--- src/rtl/ahb_sram_slave.sv ---
// ----------------------------------------------------------------------------
// ahb_sram_slave
//   AHB-Lite memory slave with a configurable address window, HSIZE-aware
//   byte-lane writes, a fixed number of wait states per OKAY transfer, an
//   optional read-only mode and the two-cycle ERROR response.
//
// Parameters
//   ADDR_WIDTH   width of HADDR
//   DATA_WIDTH   width of HWDATA/HRDATA (32 or 64)
//   DEPTH        number of DATA_WIDTH words (power of two)
//   BASE         byte base address, aligned to the window size
//   WAIT_STATES  HREADYOUT-low cycles per OKAY transfer (0..15)
//   READ_ONLY    1 = writes answer ERROR and leave memory untouched
//
// Ports
//   HCLK, HRESETn          clock, asynchronous active-low reset
//   HSELx, HADDR, HWRITE,  address-phase controls from the decoder/master
//   HSIZE, HBURST, HPROT,
//   HTRANS, HMASTLOCK
//   HREADY                 bus-level ready from the response mux
//   HWDATA                 write data (data phase)
//   HREADYOUT, HRESP       slave ready / response
//   HRDATA                 read data, zero outside a read data phase
// ----------------------------------------------------------------------------
module ahb_sram_slave #(
  parameter int                    ADDR_WIDTH  = 32,
  parameter int                    DATA_WIDTH  = 32,
  parameter int                    DEPTH       = 64,
  parameter logic [ADDR_WIDTH-1:0] BASE        = '0,
  parameter int                    WAIT_STATES = 0,
  parameter bit                    READ_ONLY   = 1'b0
) (
  input  logic                  HCLK,
  input  logic                  HRESETn,
  input  logic                  HSELx,
  input  logic [ADDR_WIDTH-1:0] HADDR,
  input  logic                  HWRITE,
  input  logic [2:0]            HSIZE,
  input  logic [2:0]            HBURST,
  input  logic [3:0]            HPROT,
  input  logic [1:0]            HTRANS,
  input  logic                  HMASTLOCK,
  input  logic                  HREADY,
  input  logic [DATA_WIDTH-1:0] HWDATA,
  output logic                  HREADYOUT,
  output logic                  HRESP,
  output logic [DATA_WIDTH-1:0] HRDATA
);

  localparam int BYTES     = DATA_WIDTH / 8;
  localparam int LANE_BITS = $clog2(BYTES);
  localparam int IDX_BITS  = $clog2(DEPTH);
  localparam int WIN_BITS  = LANE_BITS + IDX_BITS;
  localparam logic [3:0] WS = 4'(WAIT_STATES);

  typedef enum logic [1:0] {
    S_IDLE = 2'd0,
    S_WAIT = 2'd1,
    S_ERR1 = 2'd2,
    S_ERR2 = 2'd3
  } state_t;

  state_t r_state;
  state_t w_state_next;

  // Data-phase registers captured at acceptance
  logic                 r_valid;
  logic                 r_wr;
  logic                 r_err;
  logic [IDX_BITS-1:0]  r_idx;
  logic [BYTES-1:0]     r_strb;
  logic [3:0]           r_cnt;

  logic [DATA_WIDTH-1:0] r_mem [DEPTH];

  // --------------------------------------------------------------------------
  // Address-phase decode
  // --------------------------------------------------------------------------
  logic                w_in_window;
  logic                w_size_err;
  logic                w_align_err;
  logic                w_ro_err;
  logic                w_err;
  logic                w_can_accept;
  logic                w_accept;
  logic [IDX_BITS-1:0] w_idx;
  logic [BYTES-1:0]    w_strb;
  logic                w_commit;
  logic                w_rd_en;
  logic                w_unused;

  // BASE is aligned to the window size, so membership is an upper-bit match.
  assign w_in_window = (HADDR[ADDR_WIDTH-1:WIN_BITS] == BASE[ADDR_WIDTH-1:WIN_BITS]);
  assign w_size_err  = (HSIZE > 3'(LANE_BITS));
  assign w_ro_err    = READ_ONLY && HWRITE;

  // Misaligned when any address bit below HSIZE is set.
  always_comb begin
    w_align_err = 1'b0;
    for (int b = 0; b < LANE_BITS; b++) begin
      if ((3'(b) < HSIZE) && HADDR[b]) begin
        w_align_err = 1'b1;
      end
    end
  end

  assign w_err = ~w_in_window | w_size_err | w_align_err | w_ro_err;
  assign w_idx = HADDR[LANE_BITS +: IDX_BITS];

  // A lane is strobed when it falls in the same 2**HSIZE-byte block as HADDR;
  // for an aligned transfer that is exactly lanes [offset +: 2**HSIZE].
  for (genvar gi = 0; gi < BYTES; gi++) begin : g_strb
    assign w_strb[gi] = ((LANE_BITS'(gi) >> HSIZE) == (HADDR[LANE_BITS-1:0] >> HSIZE));
  end

  // New transfers are only taken when the current data phase is completing,
  // i.e. in the states that drive HREADYOUT high.
  assign w_can_accept = (r_state == S_IDLE) || (r_state == S_ERR2);
  assign w_accept     = w_can_accept & HSELx & HREADY & HTRANS[1];

  assign w_unused = ^{HBURST, HPROT, HMASTLOCK, HTRANS[0]};

  // --------------------------------------------------------------------------
  // FSM: state register
  // --------------------------------------------------------------------------
  always_ff @(posedge HCLK or negedge HRESETn) begin
    if (!HRESETn) begin
      r_state <= S_IDLE;
    end else begin
      r_state <= w_state_next;
    end
  end

  // FSM: next state
  always_comb begin
    w_state_next = r_state;
    case (r_state)
      S_IDLE, S_ERR2: begin
        if (w_accept) begin
          if (w_err) begin
            w_state_next = S_ERR1;
          end else if (WS != 4'd0) begin
            w_state_next = S_WAIT;
          end else begin
            w_state_next = S_IDLE;
          end
        end else begin
          w_state_next = S_IDLE;
        end
      end
      S_WAIT: begin
        if (r_cnt == 4'd1) begin
          w_state_next = S_IDLE;
        end
      end
      S_ERR1:  w_state_next = S_ERR2;
      default: w_state_next = S_IDLE;
    endcase
  end

  // FSM: outputs decoded from the registered state only
  always_comb begin
    HREADYOUT = 1'b1;
    HRESP     = 1'b0;
    case (r_state)
      S_WAIT: begin
        HREADYOUT = 1'b0;
        HRESP     = 1'b0;
      end
      S_ERR1: begin
        HREADYOUT = 1'b0;
        HRESP     = 1'b1;
      end
      S_ERR2: begin
        HREADYOUT = 1'b1;
        HRESP     = 1'b1;
      end
      default: begin
        HREADYOUT = 1'b1;
        HRESP     = 1'b0;
      end
    endcase
  end

  // --------------------------------------------------------------------------
  // Data-phase registers and wait counter
  // --------------------------------------------------------------------------
  always_ff @(posedge HCLK or negedge HRESETn) begin
    if (!HRESETn) begin
      r_valid <= 1'b0;
      r_wr    <= 1'b0;
      r_err   <= 1'b0;
      r_idx   <= '0;
      r_strb  <= '0;
      r_cnt   <= 4'd0;
    end else begin
      if (w_accept) begin
        r_valid <= 1'b1;
        r_wr    <= HWRITE;
        r_err   <= w_err;
        r_idx   <= w_idx;
        r_strb  <= w_strb;
        r_cnt   <= WS;
      end else begin
        // Data phase ends without a follow-on transfer
        if (w_can_accept) begin
          r_valid <= 1'b0;
        end
        if (r_state == S_WAIT) begin
          r_cnt <= r_cnt - 4'd1;
        end
      end
    end
  end

  // --------------------------------------------------------------------------
  // Memory: write commits on the edge that ends an OKAY write data phase.
  // Not reset, so contents survive HRESETn; an aborted transfer never reaches
  // IDLE with r_valid set because reset clears r_valid asynchronously.
  // --------------------------------------------------------------------------
  assign w_commit = (r_state == S_IDLE) & r_valid & ~r_err & r_wr;

  always_ff @(posedge HCLK) begin
    if (w_commit) begin
      for (int b = 0; b < BYTES; b++) begin
        if (r_strb[b]) begin
          r_mem[r_idx][b*8 +: 8] <= HWDATA[b*8 +: 8];
        end
      end
    end
  end

  // Read data follows the registered index so a write committed on the edge
  // that starts this read is already visible.
  assign w_rd_en = r_valid & ~r_err & ~r_wr;
  assign HRDATA  = w_rd_en ? r_mem[r_idx] : '0;

endmodule

--- config.mk ---
export PLATFORM = sky130hd
export DESIGN_NAME = ahb_sram_slave
export DESIGN_NICKNAME = d
export VERILOG_FILES = /design/src/rtl/ahb_sram_slave.sv
export SDC_FILE = /design/constraint.sdc
export NUM_CORES = 2
export LEC_CHECK = 0
export CORE_MARGIN = 8
export CORE_UTILIZATION = 25
export CTS_CLUSTER_DIAMETER = 120
export DETAILED_ROUTE_END_ITERATION = 16
export GPL_ROUTABILITY_DRIVEN = 0
export GPL_TIMING_DRIVEN = 0
export PLACE_DENSITY_LB_ADDON = 0.1
export SYNTH_ARGS = -nofsm -noshare
export SYNTH_HDL_FRONTEND = slang
export SYNTH_SLANG_ARGS = --single-unit
--- constraint.sdc ---
create_clock -name HCLK -period 3.4 [get_ports HCLK]
set_clock_uncertainty 0.15 [all_clocks]
set_input_delay 0.51 -clock HCLK [delete_from_list [all_inputs] [get_ports HCLK]]
set_output_delay 0.51 -clock HCLK [all_outputs]
set_load 0.005 [all_outputs]
Word level (Yosys, flattened, before mapping)
Memory sizes are Yosys's and may differ from the RTL's.
Cells that the tools add are included.

word-level totals
  flip-flop bits (word level) = 19
  bits in writable memories = 2048
  output and inout port bits = 34
  memories = 1
  word-level logic and storage cells = 74

memories
  memory  depth  bits a word  rd ports  clocked after Yosys merged registers in  wr ports  line  source
  r_mem   64     32           1         0                                        1         74    logic [DATA_WIDTH-1:0] r_mem [DEPTH];

cells by class
  shifts and indexed selects = 5
  $lt $le $gt $ge = 3
  bitwise logic cells = 13
  reduce and logical (&&, ||, !) cells = 10
  equality and inequality tests = 9
  muxes and demuxes = 25
  add/subtract/negate cells = 1

operators with widths
  kind                 number
  $mux 32              1
  $logic_not 24->1     1
  $mux 1               18
  $and 1x1->1          8
  $eq 2x2->1           4
  $mux 4               2
  $lt 1x3->1 const A   2
  $mux 2               3
  $pmux 2 s3           1
  $reduce_or 2->1      3
  $shr 1x3->2 const A  2
  $shr 2x3->2 const A  2
  $eq 2x2->1 const B   2
  $eq 4x1->1 const B   1
  $reduce_bool 2->1    2
  $sub 4x1->4 const B  1
  $gt 3x2->1 const B   1
  $not 1->1            3
  $shr 2x3->2          1
  $eq 2x1->1 const B   1
  $logic_and 1x1->1    2
  $logic_not 2->1      1
  $ne 2x2->1 const B   1
  $or 1x1->1           2
  $logic_or 1x1->1     1

Longest topological paths before layout
  depth after elaboration = 8
  mapped depth = 11
  mapped depth without buffers = 6

Least setup slack after synthesis
Ideal clock, no wire load.

  path type = reg2out
  start point = register r_idx[1]
  end point = output port HRDATA[10]
  path slack = 794 ps
  data required time = 2740 ps
  cell stages (with the launch flop) = 9
  data arrival time = 1946 ps
  path buffers = 3
  cell sequence = dfrtp_1 buf_4 buf_2 buf_1 mux2_2 a221oi_1 o22ai_1 a2bb2oi_1 a41oi_1

between the ends
  cells in the longest elaborated chain, start to end = 2

ends and longest elaborated chain
  element                 line  source
  start, declared         70    logic [IDX_BITS-1:0] r_idx;
  start signal, assigned  201   r_idx <= w_idx;
  $mem_v2 64x32           n/a
  $mux 32                 236   assign HRDATA = w_rd_en ? r_mem[r_idx] : '0;
  end, declared           47    output logic [DATA_WIDTH-1:0] HRDATA

Every way passes these cells.

Worst setup path after layout
  start point = register r_idx[0]
  end point = output port HRDATA[1]

The elaborated chain is that of the path after synthesis.

==> impl_metrics.json <==
{
  "hold_violations": 0,
  "synthArstFlopShare_pct": 0.919,
  "start_kind": "register",
  "critPathTopFamily": "compound AO/OA/AOI/OAI gates",
  "clk_latency_ns": 0.93,
  "crit_arrival_ns": 4.13,
  "avgSynthCellArea_sq_um": 17.4,
  "synth.area.top_cells": "edfxtp_1, a221oi_1, mux2i_1",
  "powerDensity_mw_per_mm2": 898,
  "crit_required_ns": 2.74,
  "final_nets": 5184,
  "portBuffers": 106,
  "critPathMaxStageDelay_ns": 0.86,
  "wl_per_cell_um": 42.2,
  "leakage_uw": 0.0314,
  "synth_area_sq_mm": 0.0797,
  "die_w_um": 581,
  "vdd_drop_max_mv": 0.502,
  "tns_ns": -37.33,
  "critical_path_buf_inv_count": 5,
  "worstSetupEndpointType": "output pin",
  "drt_iter0_markers": 6871,
  "ys_seq_elements": 2067,
  "synth-edff-count": 2048,
  "worstPathCellList": "buf_12 > buf_16 > buf_16 > bufbuf_16 > a221o_1 > a222oi_1 > o221a_2 > a31oi_4 > buf_2",
  "synth_cells": 4584,
  "yosysSeqAreaShare_pct": 77.7,
  "fin_cells": 9480,
  "chipHeight_um": 581,
  "postRouteAntennaNets": 0,
  "layout-drive-gt1-share_pct": 33.0,
  "start_util_pct": 25.1,
  "post_dp_cell_area_sq_mm": 0.0870,
  "antenna_found_initial": 47,
  "tightest_slew_ns": 1.45,
  "finalWorstSetupSlack_ns": -1.39,
  "grt_max_degree": 65,
  "path_clk_slew_ns": 0.06,
  "fin_crit_sh_pct": 141,
  "synth_top_family_by_area": "compound AO/OA/AOI/OAI gates",
  "h-tree-depth": 4,
  "num_rows": 207,
  "post-dp-hpwl_mm": 289,
  "violations": "negative setup slack",
  "cpMaxStageDelayCell": "a222oi_1",
  "cts_root_buf": "clkbuf_16",
  "syn2layout_area_growth_pct": 30.8,
  "synthMuxAreaShare_pct": 5.47,
  "synthAdderAreaFrac_pct": 0.0941,
  "core_area_sq_mm": 0.318,
  "yosys.area_share.simple_pct": 3.51,
  "met1_usage_pct": 30.2,
  "drv_slew": 0,
  "period_needed_ns": 4.79,
  "use_met3_pct": 4.91,
  "cp_max_fo": 11,
  "synth.largest_area_cell": "edfxtp_1",
  "status": "finished with violations",
  "grt_usage_pct": 22.7,
  "max_cap_viol_count": 0,
  "drt-total-wl_mm": 400,
  "overflow": 0,
  "drc": 0,
  "finalSetupViolCount": 41,
  "cts_tree": "built",
  "dr.pass1.iters": 5,
  "dieArea_sq_mm": 0.337,
  "grt_first_pass_wirelength_mm": 509,
  "crit_top_cell": "buf_16",
  "postLayoutCellArea_sq_mm": 0.104,
  "clock_sinks": 2067,
  "ys_warn_count": 0,
  "synth_xor_xnor_area_share_pct": 0.0330,
  "ys.flop_type": "edfxtp_1",
  "met2_usage_pct": 35.3,
  "synth.top_cell.area_share_pct": 77.1,
  "post-place-cells": 8913,
  "synth_compound_area_share_pct": 11.0,
  "rsz0062_at_grt": "yes",
  "max_slew_margin_pct": 3.26,
  "ys_types": 65,
  "place_ws_ns": -3.10,
  "clockBufferDepth": 4,
  "num_vias": 51035,
  "grt-busiest-layer": "met2",
  "grt_pass1_vias": 49632,
  "synth_nets": 4672,
  "fmax_ghz": 0.209,
  "post-route-util_pct": 32.8,
  "hold_class": "input pin to register",
  "drt-vias-per-instance": 5.38,
  "cts_buffers": 237,
  "ios": 116,
  "crit_type": "register to output pin"
}
## Yosys cell counts (5+ instances only)
| library cell | instances |
|---|---|
| nor4_1 | 21 |
| nor2b_1 | 7 |
| and4_1 | 5 |
| o311ai_0 | 6 |
| buf_6 | 5 |
| o21ai_0 | 72 |
| buf_4 | 25 |
| buf_1 | 40 |
| o31ai_1 | 14 |
| nand4_1 | 15 |
| and3_1 | 17 |
| a221o_1 | 9 |
| nand3_1 | 7 |
| clkbuf_1 | 164 |
| ha_1 | 6 |
| o22ai_1 | 69 |
| buf_2 | 132 |
| nor2_1 | 387 |
| nand2b_1 | 9 |
| a2bb2oi_1 | 12 |
| nor3_1 | 56 |
| a21oi_1 | 89 |
| a22oi_1 | 148 |
| mux2_2 | 98 |
| a22o_1 | 76 |
| a311oi_1 | 5 |
| inv_1 | 8 |
| a41oi_1 | 26 |
| mux4_2 | 59 |
| o311ai_1 | 6 |
| o21a_1 | 13 |
| dfrtp_1 | 19 |
| a221oi_1 | 475 |
| nand2_1 | 115 |
| a211oi_1 | 17 |
| mux2i_1 | 191 |
| o221ai_1 | 40 |
| a31oi_1 | 29 |
| edfxtp_1 | 2048 |
## sequential cells by signal, summed over array words and instances (netlist names)
| register | count |
|---|---|
| r_idx | 6 |
| r_err | 1 |
| r_valid | 1 |
| r_wr | 1 |
| r_strb | 4 |
| r_state | 2 |
| r_cnt | 4 |
| r_mem | 2048 |
## what timing repair did
action | CTS | global route
hold buffers | 24 | 1
pin swaps | 146 | 97
gates resized for setup | 1469 | 788
hold endpoints to repair | 391 | 19
setup buffers | 38 | 56
gates cloned | 7 | 4
endpoints found under the setup margin | 2082 | 2019
## cell usage in the layout (no fill, tap or decap), types with 24 or more instances in the layout
cell type,count
nor2_1,115
clkbuf_1,73
nor2_4,242
buf_12,91
buf_16,56
clkinv_1,58
a22oi_1,142
mux2_2,98
a22o_1,76
nand2_1,106
buf_6,56
o21ai_2,25
clkbuf_16,247
a221oi_4,27
clkbuf_4,40
buf_4,135
o22ai_1,41
nor2_2,32
clkdlybuf4s50_1,41
clkinv_2,38
nor3_4,25
buf_2,47
a221oi_2,93
mux2i_1,158
clkbuf_2,57
dlygate4sd3_1,25
mux4_2,59
clkbuf_8,27
a221oi_1,355
o21ai_1,24
buf_8,39
a21oi_1,57
edfxtp_1,2048
## where the power goes
group | switching, uW | total (uW) | internal, uW
Sequential | 159 | 28300 | 28100
Clock | 10800 | 24600 | 13800
Combinational | 27600 | 40700 | 13100
## logic make-up (layout without fill, tap and decap cells)
| logic type | count (synthesis) | count (layout) |
|---|---|---|
| AO/OA/AOI/OAI | 1126 | 1126 |
| XOR/XNOR | 3 | 3 |
| adder cells (fa/ha/maj) | 6 | 6 |
| buffers and inverters | 376 | 1073 |
| flip-flops | 2067 | 2067 |
| multiplexers | 349 | 349 |
| other | 0 | 19 |
| AND/OR/NAND/NOR | 657 | 657 |
## worst register-to-register path: stages (launching register included)
cell and delay, ns:
dfrtp_4 0.59, clkbuf_2 0.43, nor3_4 0.28, buf_12 0.16, buf_4 0.15, clkbuf_2 0.27
nand2_1 0.35, nor2_2 0.67
## final timing paths
check                           slack (ns)  cells after the start       endpoint  startpoint
worst max-delay path                 -1.39                      9      HRDATA[1]    r_idx[0]
worst min-delay path                  0.02                      1  r_mem[26][11]  HWDATA[11]
worst max register to register       -0.03                      7   r_mem[2][30]    r_idx[4]
worst min register to register        0.34                      2          r_err       r_err
max in group asynchronous             2.47                      2       r_idx[4]     HRESETn
min in group asynchronous             0.06                      2       r_idx[4]     HRESETn
## final cells by class
| class | count | area [sq um] |
|---|---|---|
| fill | 30353 | 213000 |
| sequential | 2067 | 62000 |
| multi-input combinational | 2141 | 22000 |
| clock buffer | 306 | 6260 |
| tap | 4180 | 5230 |
| buffer | 359 | 4410 |
| timing repair buffer | 280 | 3430 |
| clock inverter | 118 | 912 |
| inverter | 10 | 58.8 |
| antenna | 19 | 47.5 |
## per-layer routing
metal | wire length (um) | vias to the layer above
li1 | - | 20257
met1 | 167000 | 27587
met2 | 179000 | 2512
met3 | 30500 | 665
met4 | 23000 | 14
met5 | 102 | -
## stage by stage
step                power (uW)  hold WS [ns]
finish                   93600        0.0173
global route             94800        0.0181
CTS                      91100       0.00129
detailed placement       58300         0.325
global placement         58100         0.321
floorplan                41000        0.0644
No activity file was read; power rests on OpenSTA's default activity.
